**config.mk**
```make
export PLATFORM = sky130hd
export DESIGN_NAME = lot_sense
export DESIGN_NICKNAME = d
export VERILOG_FILES = /design/src/rtl/lot_sense.sv
export SDC_FILE = /design/constraint.sdc
export NUM_CORES = 1
export LEC_CHECK = 0
export ABC_CLOCK_PERIOD_IN_PS = 1400
export CORE_AREA = 2 2 65 55
export DETAILED_ROUTE_END_ITERATION = 8
export DIE_AREA = 0 0 67 57
export PLACE_DENSITY = 0.66
export SYNTH_ARGS = -nofsm -noshare
export SYNTH_HDL_FRONTEND = slang
export SYNTH_SLANG_ARGS = --single-unit
```
**constraint.sdc**
```tcl
create_clock -name clk -period 1.4 [get_ports clk]
set_input_delay 0.28 -clock clk [delete_from_list [all_inputs] [get_ports clk]]
set_output_delay 0.28 -clock clk [all_outputs]
set_load 0.005 [all_outputs]
```
**src/rtl/lot_sense.sv**
```systemverilog
// Input conditioning for the rush-hour controller: synchronizes and debounces
// the per-space occupancy sensors and turns the hour key into an hour counter.
module lot_sense #(
  parameter int unsigned DEBOUNCE_CYCLES = 16
) (
  input  logic       clk,
  input  logic       reset_n,
  input  logic [2:0] sensor,
  input  logic       hour_key,
  output logic [2:0] pp,
  output logic [2:0] hour,
  output logic [1:0] free_cnt,
  output logic       arrive,
  output logic       depart,
  output logic       day_end
);

  localparam int unsigned N_SPACES = 3;
  localparam int unsigned CNT_W    = (DEBOUNCE_CYCLES > 1) ? $clog2(DEBOUNCE_CYCLES) : 1;
  localparam logic [CNT_W-1:0] CNT_MAX = CNT_W'(DEBOUNCE_CYCLES - 1);

  logic [N_SPACES-1:0]            sens_s1;
  logic [N_SPACES-1:0]            sens_s2;
  logic                           key_s1;
  logic                           key_s2;
  logic                           key_prev;
  logic                           key_rise;
  logic [N_SPACES-1:0][CNT_W-1:0] cnt;
  logic [N_SPACES-1:0][CNT_W-1:0] cnt_next;
  logic [N_SPACES-1:0]            pp_next;

  // Two-flop synchronizers; key flops reset high so a key held through reset is not a press.
  always_ff @(posedge clk or negedge reset_n) begin
    if (!reset_n) begin
      sens_s1  <= '0;
      sens_s2  <= '0;
      key_s1   <= 1'b1;
      key_s2   <= 1'b1;
      key_prev <= 1'b1;
    end else begin
      sens_s1  <= sensor;
      sens_s2  <= sens_s1;
      key_s1   <= hour_key;
      key_s2   <= key_s1;
      key_prev <= key_s2;
    end
  end

  assign key_rise = key_s2 & ~key_prev;

  // Per-space debounce: a disagreement must persist DEBOUNCE_CYCLES cycles to flip pp.
  always_comb begin
    pp_next  = pp;
    cnt_next = '0;
    for (int unsigned i = 0; i < N_SPACES; i++) begin
      if (sens_s2[i] != pp[i]) begin
        if (cnt[i] == CNT_MAX) begin
          pp_next[i] = sens_s2[i];
        end else begin
          cnt_next[i] = cnt[i] + CNT_W'(1);
        end
      end
    end
  end

  always_ff @(posedge clk or negedge reset_n) begin
    if (!reset_n) begin
      pp     <= '0;
      cnt    <= '0;
      arrive <= 1'b0;
      depart <= 1'b0;
    end else begin
      pp     <= pp_next;
      cnt    <= cnt_next;
      arrive <= |(pp_next & ~pp);
      depart <= |(~pp_next & pp);
    end
  end

  // Hour counter wraps 7 -> 0 and flags the end of the day on that edge.
  always_ff @(posedge clk or negedge reset_n) begin
    if (!reset_n) begin
      hour    <= '0;
      day_end <= 1'b0;
    end else begin
      day_end <= key_rise && (hour == 3'd7);
      if (key_rise) begin
        hour <= hour + 3'd1;
      end
    end
  end

  always_comb begin
    free_cnt = {1'b0, ~pp[0]} + {1'b0, ~pp[1]} + {1'b0, ~pp[2]};
  end

endmodule
```
Word-level counts from Yosys, hierarchy flattened
Index checks and enable logic that the tools add are counted.
Word-level totals
  flip-flop bits (word level): 30
  input port bits: 6
  output and inout bits: 11
Cells by class
  add/sub/neg operators: 6
  equality and inequality tests: 7
  multiplexer cells: 12
  bitwise operators: 9
  reduce and logical (&&, ||, !) cells: 3
Operators by type and width (count)
  $mux 4: 6
  $add 4x1->4 const B: 3
  $eq 4x4->1 const B: 3
  $and 3x3->3: 2
  $mux 1: 6
  $not 3->3: 2
  $reduce_or 3->1: 2
  $not 1->1: 4
  $add 3x1->3 const B: 1
  $eq 3x3->1 const B: 1
  $ne 1x1->1: 3
  $add 1x1->2: 1
  $add 2x1->2: 1
  $and 1x1->1: 1
  $logic_and 1x1->1: 1

Longest topological paths before layout
  depth in word-level cells: 6
  gate-level depth with buffers: 4
  gate-level depth less buffers: 4

Worst setup path after synthesis
No wires, ideal clock.
  kind: register to output
  start point: register pp[0]
  end point: output free_cnt[0]
  arrival time: 1.014 ns
  required time: 1.120 ns
  setup slack: 0.106 ns
  cell stages (with the launch flop): 3
  path buffers: 0
  cell sequence: dfrtp_1 > fa_1 > inv_1
On the way
  cells in the longest elaborated chain, start to end: 3
RTL lines
  start: declaration: line 10  | output logic [2:0] pp,
  start signal: assignment: line 73  | pp <= pp_next;
  $not 1->1: line 94  | free_cnt = {1'b0, ~pp[0]} + {1'b0, ~pp[1]} + {1'b0, ~pp[2]};
  $add 1x1->2: line 94
  $add 2x1->2: line 94
  end: declaration: line 12  | output logic [1:0] free_cnt,
Every way passes these cells.

Worst setup path after layout
  start point: register pp[2]
  end point: output free_cnt[0]
On the way
  cells in the longest elaborated chain, start to end: 2
RTL lines (line)
  $not 1->1: 94
  $add 2x1->2: 94
Every way passes these cells.

==> results.toml <==
[outcome]
run_status = "finished, violations left"
violations = "setup timing"

[yosys]
yosys.cell_types.count = 23
synth-warning-count = 0
syn-instance-count = 85
synthesis.area_per_instance_sq_um = 14.2
synth_nets = 97
post_synthesis_cell_type_with_the_largest_combined_area = "dfrtp_1"
yosys-top-cells-area = "dfrtp_1, dfstp_2, ha_1"
synthesis.area_sq_um = 1210
synth-seq-area-share_pct = 62.6
post-synth-top-area-fraction_pct = 56.0
register_bit_total_from_synthesis = 30

[grt]
globalRouteTotalUtil_pct = 12.7
grt_pass1_vias = 761
grt.overflow.total = 0
grt_start_max_net_pins = 18
antenna_found_initial = 0
grt_first_pass_wirelength_mm = 3.46

[setup_path]
setup.worst_path.start_class = "register"
worstRegToRegCells = 4
worst_path_max_fanout = 2
cp_data_arrival_time_ps = 1390
timing.critical_path.required_ps = 1120
worst-r2r-setup-slack_ps = 60
critical_path.endpoint_type = "primary output"
rr_startpoint = "hour[0]$_DFFE_PN0P_"
timing.setup.critical_path_class = "register to primary output"
worst_r2r_endpoint = "hour[2]$_DFFE_PN0P_"

[pwr]
power_density_nw_per_um2 = 1240
ir_worst_vdd_mv = 0.846
power.leakage_nw = 0.755

[floorplanning]
initial_core_util_pct = 37.3
floorplan.core_area_sq_um = 3230
die_area_sq_um = 3820
io-pin-count = 17
rows = 19
chipWidth_microns = 67
dieHeight_microns = 57

[finish]
register_area_sq_um = 754
layout_commonest_cell = "dfrtp_1"
proportion_of_layout_cells_with_a_drive_suffix_above_1_pct = 29.4
final.fill_count = 315
commonest_cells_after_routing_fill_and_taps_aside = "dfrtp_1, buf_4, clkdlybuf4s50_1"
final_util_pct = 48.9
multiInputGateArea_sq_um = 439
areaGrowthSynthToFinish_pct = 31.1
num_antenna_cells = 0
numnets_final = 130
stdcell_area_sq_um = 1580

[timing]
hold_violations = 0
maxSlewHeadroom_pct = 73.9
final_period_minus_worst_setup_slack_ps = 1670
final.setup.worst_slack_ps = -268
setup_viol = 3
setup_repair_after_global_routing_missed_its_margin = "yes"
timing_worst_slew_pin_value_ps = 389
clock.fmax_mhz = 600
fin_skew_ps = 4.33
post-route-period-util_pct = 119
final-max-slew-violation-count = 0

[drt]
drt_iter0_markers = 36
antenna_violating_nets_left = 0
dr_pass1_iterations = 2
wl_mm = 1.97
routedWlPerCell_microns = 12.2
drc = 0
vias_after_detailed_routing = 747
vias_per_cell = 4.64

[cts]
tritoncts_num_sinks = 30
clock-root-buffer = "clkbuf_8"
ctsLongestPathBuffers = 2
cts_tree = "done"
ctsHtreeMaxLevel = 2
postCtsHoldBufs = 0
numCtsBuffers = 5
insertion_delay_ps = 280
clkSlewWorstSetupHoldPaths_ps = 60

[place]
place.detailed.hpwl_mm = 1.38
instance_area_after_placement_sq_um = 1460
port_buffer_count = 16
finalWeightedCongestion = 0.673

[hold_path]
sink_of_the_worst_hold_path = "sens_s2[2]$_DFF_PN0_"
hp-start = "sens_s1[2]$_DFF_PN0_"
min-delay-path-class = "register to register"
whs_path_depth = 0

[job]
maxCapViolations = 0
## per-stage QoR
stage	hold WS, ps	total power [W]	instances	setup TNS, ps	worst slack (ps)
floorplan	-15.6	0.00115	85	0	106
global placement	335	0.00129	148	-537	-294
detailed placement	336	0.00131	148	-539	-295
CTS	348	0.00201	161	-581	-280
global route	351	0.00209	161	-696	-312
finish	343	0.00197	161	-526	-268
## critical path, stage by stage (launching register included)
cell     delay [ps]
dfrtp_1         400
fa_2            570
inv_2            40
buf_6           100
## layer usage
layer  GRT usage [%]  vias up  share of wire [%]
met5               0        -                  0
met1            16.4      367                 44
li1                -      362                  -
met4            5.25        0                1.1
met3            5.33        3                4.7
met2            18.8       15                 50
## how the worst max path moves through the flow
stage	from	endpoint	slack (ps)	depth (start not counted)
finish	pp[2]$_DFF_PN0_	free_cnt[0]	-270	3
global route	pp[2]$_DFF_PN0_	free_cnt[0]	-310	3
CTS	pp[2]$_DFF_PN0_	free_cnt[0]	-280	3
detailed placement	pp[0]$_DFF_PN0_	free_cnt[0]	-290	3
global placement	pp[0]$_DFF_PN0_	free_cnt[0]	-290	3
floorplan	pp[0]$_DFF_PN0_	free_cnt[0]	110	2
## layout make-up
class / instances / area share [%]
clock buffer: 6 / 4.59
sequential: 30 / 47.7
inverter: 4 / 0.949
clock inverter: 2 / 0.633
timing repair buffer: 26 / 15.0
tap: 42 / 3.32
multi-input combinational: 51 / 27.8
## synthesized netlist by cell type
cell type and count:
dfrtp_1 27, nand3b_1 6, xnor2_1 6, ha_1 5, a21oi_1 4, inv_1 4
and3_4 3, dfstp_2 3, mux2_4 3, nor2_1 3, nor2b_1 3, nor3_1 3
mux2_2 2, nand3_1 2, nand4b_1 2, o21ai_0 2, a21o_1 1, a311oi_2 1
a31oi_1 1, and2_1 1, fa_1 1, nor2b_2 1, xor2_1 1
## where the power goes
group          switching, W  total (W)  internal (W)
Sequential        0.0000531    0.00101      0.000953
Clock              0.000300   0.000643      0.000343
Combinational      0.000122   0.000318      0.000196
Total              0.000476    0.00197       0.00149
## what timing repair did
| action | CTS | global route |
|---|---|---|
| gates resized for setup | 17 | 4 |
| buffers inserted | 5 | 0 |
| pin swaps | 1 | 0 |
| setup endpoints to repair | 8 | 5 |
## flip-flops by register name (all words and copies together), names as in the netlist
| register | cells |
|---|---|
| key_s1 | 1 |
| sens_s2 | 3 |
| day_end | 1 |
| key_s2 | 1 |
| depart | 1 |
| cnt | 12 |
| pp | 3 |
| arrive | 1 |
| hour | 3 |
| sens_s1 | 3 |
| key_prev | 1 |
## kinds of logic (layout without fill, tap and decap cells)
kind of cell | count (synthesis) | count (layout) | share of synthesized area, %
flops | 30 | 30 | 62.6
simple gates | 24 | 24 | 13.8
compound gates | 9 | 9 | 4.88
xor+xnor | 7 | 7 | 5.08
fa+ha+maj | 6 | 6 | 6.85
mux | 5 | 5 | 5.60
buf+inv | 4 | 38 | 1.24
Note: power is estimated with default switching activity, not from simulation.
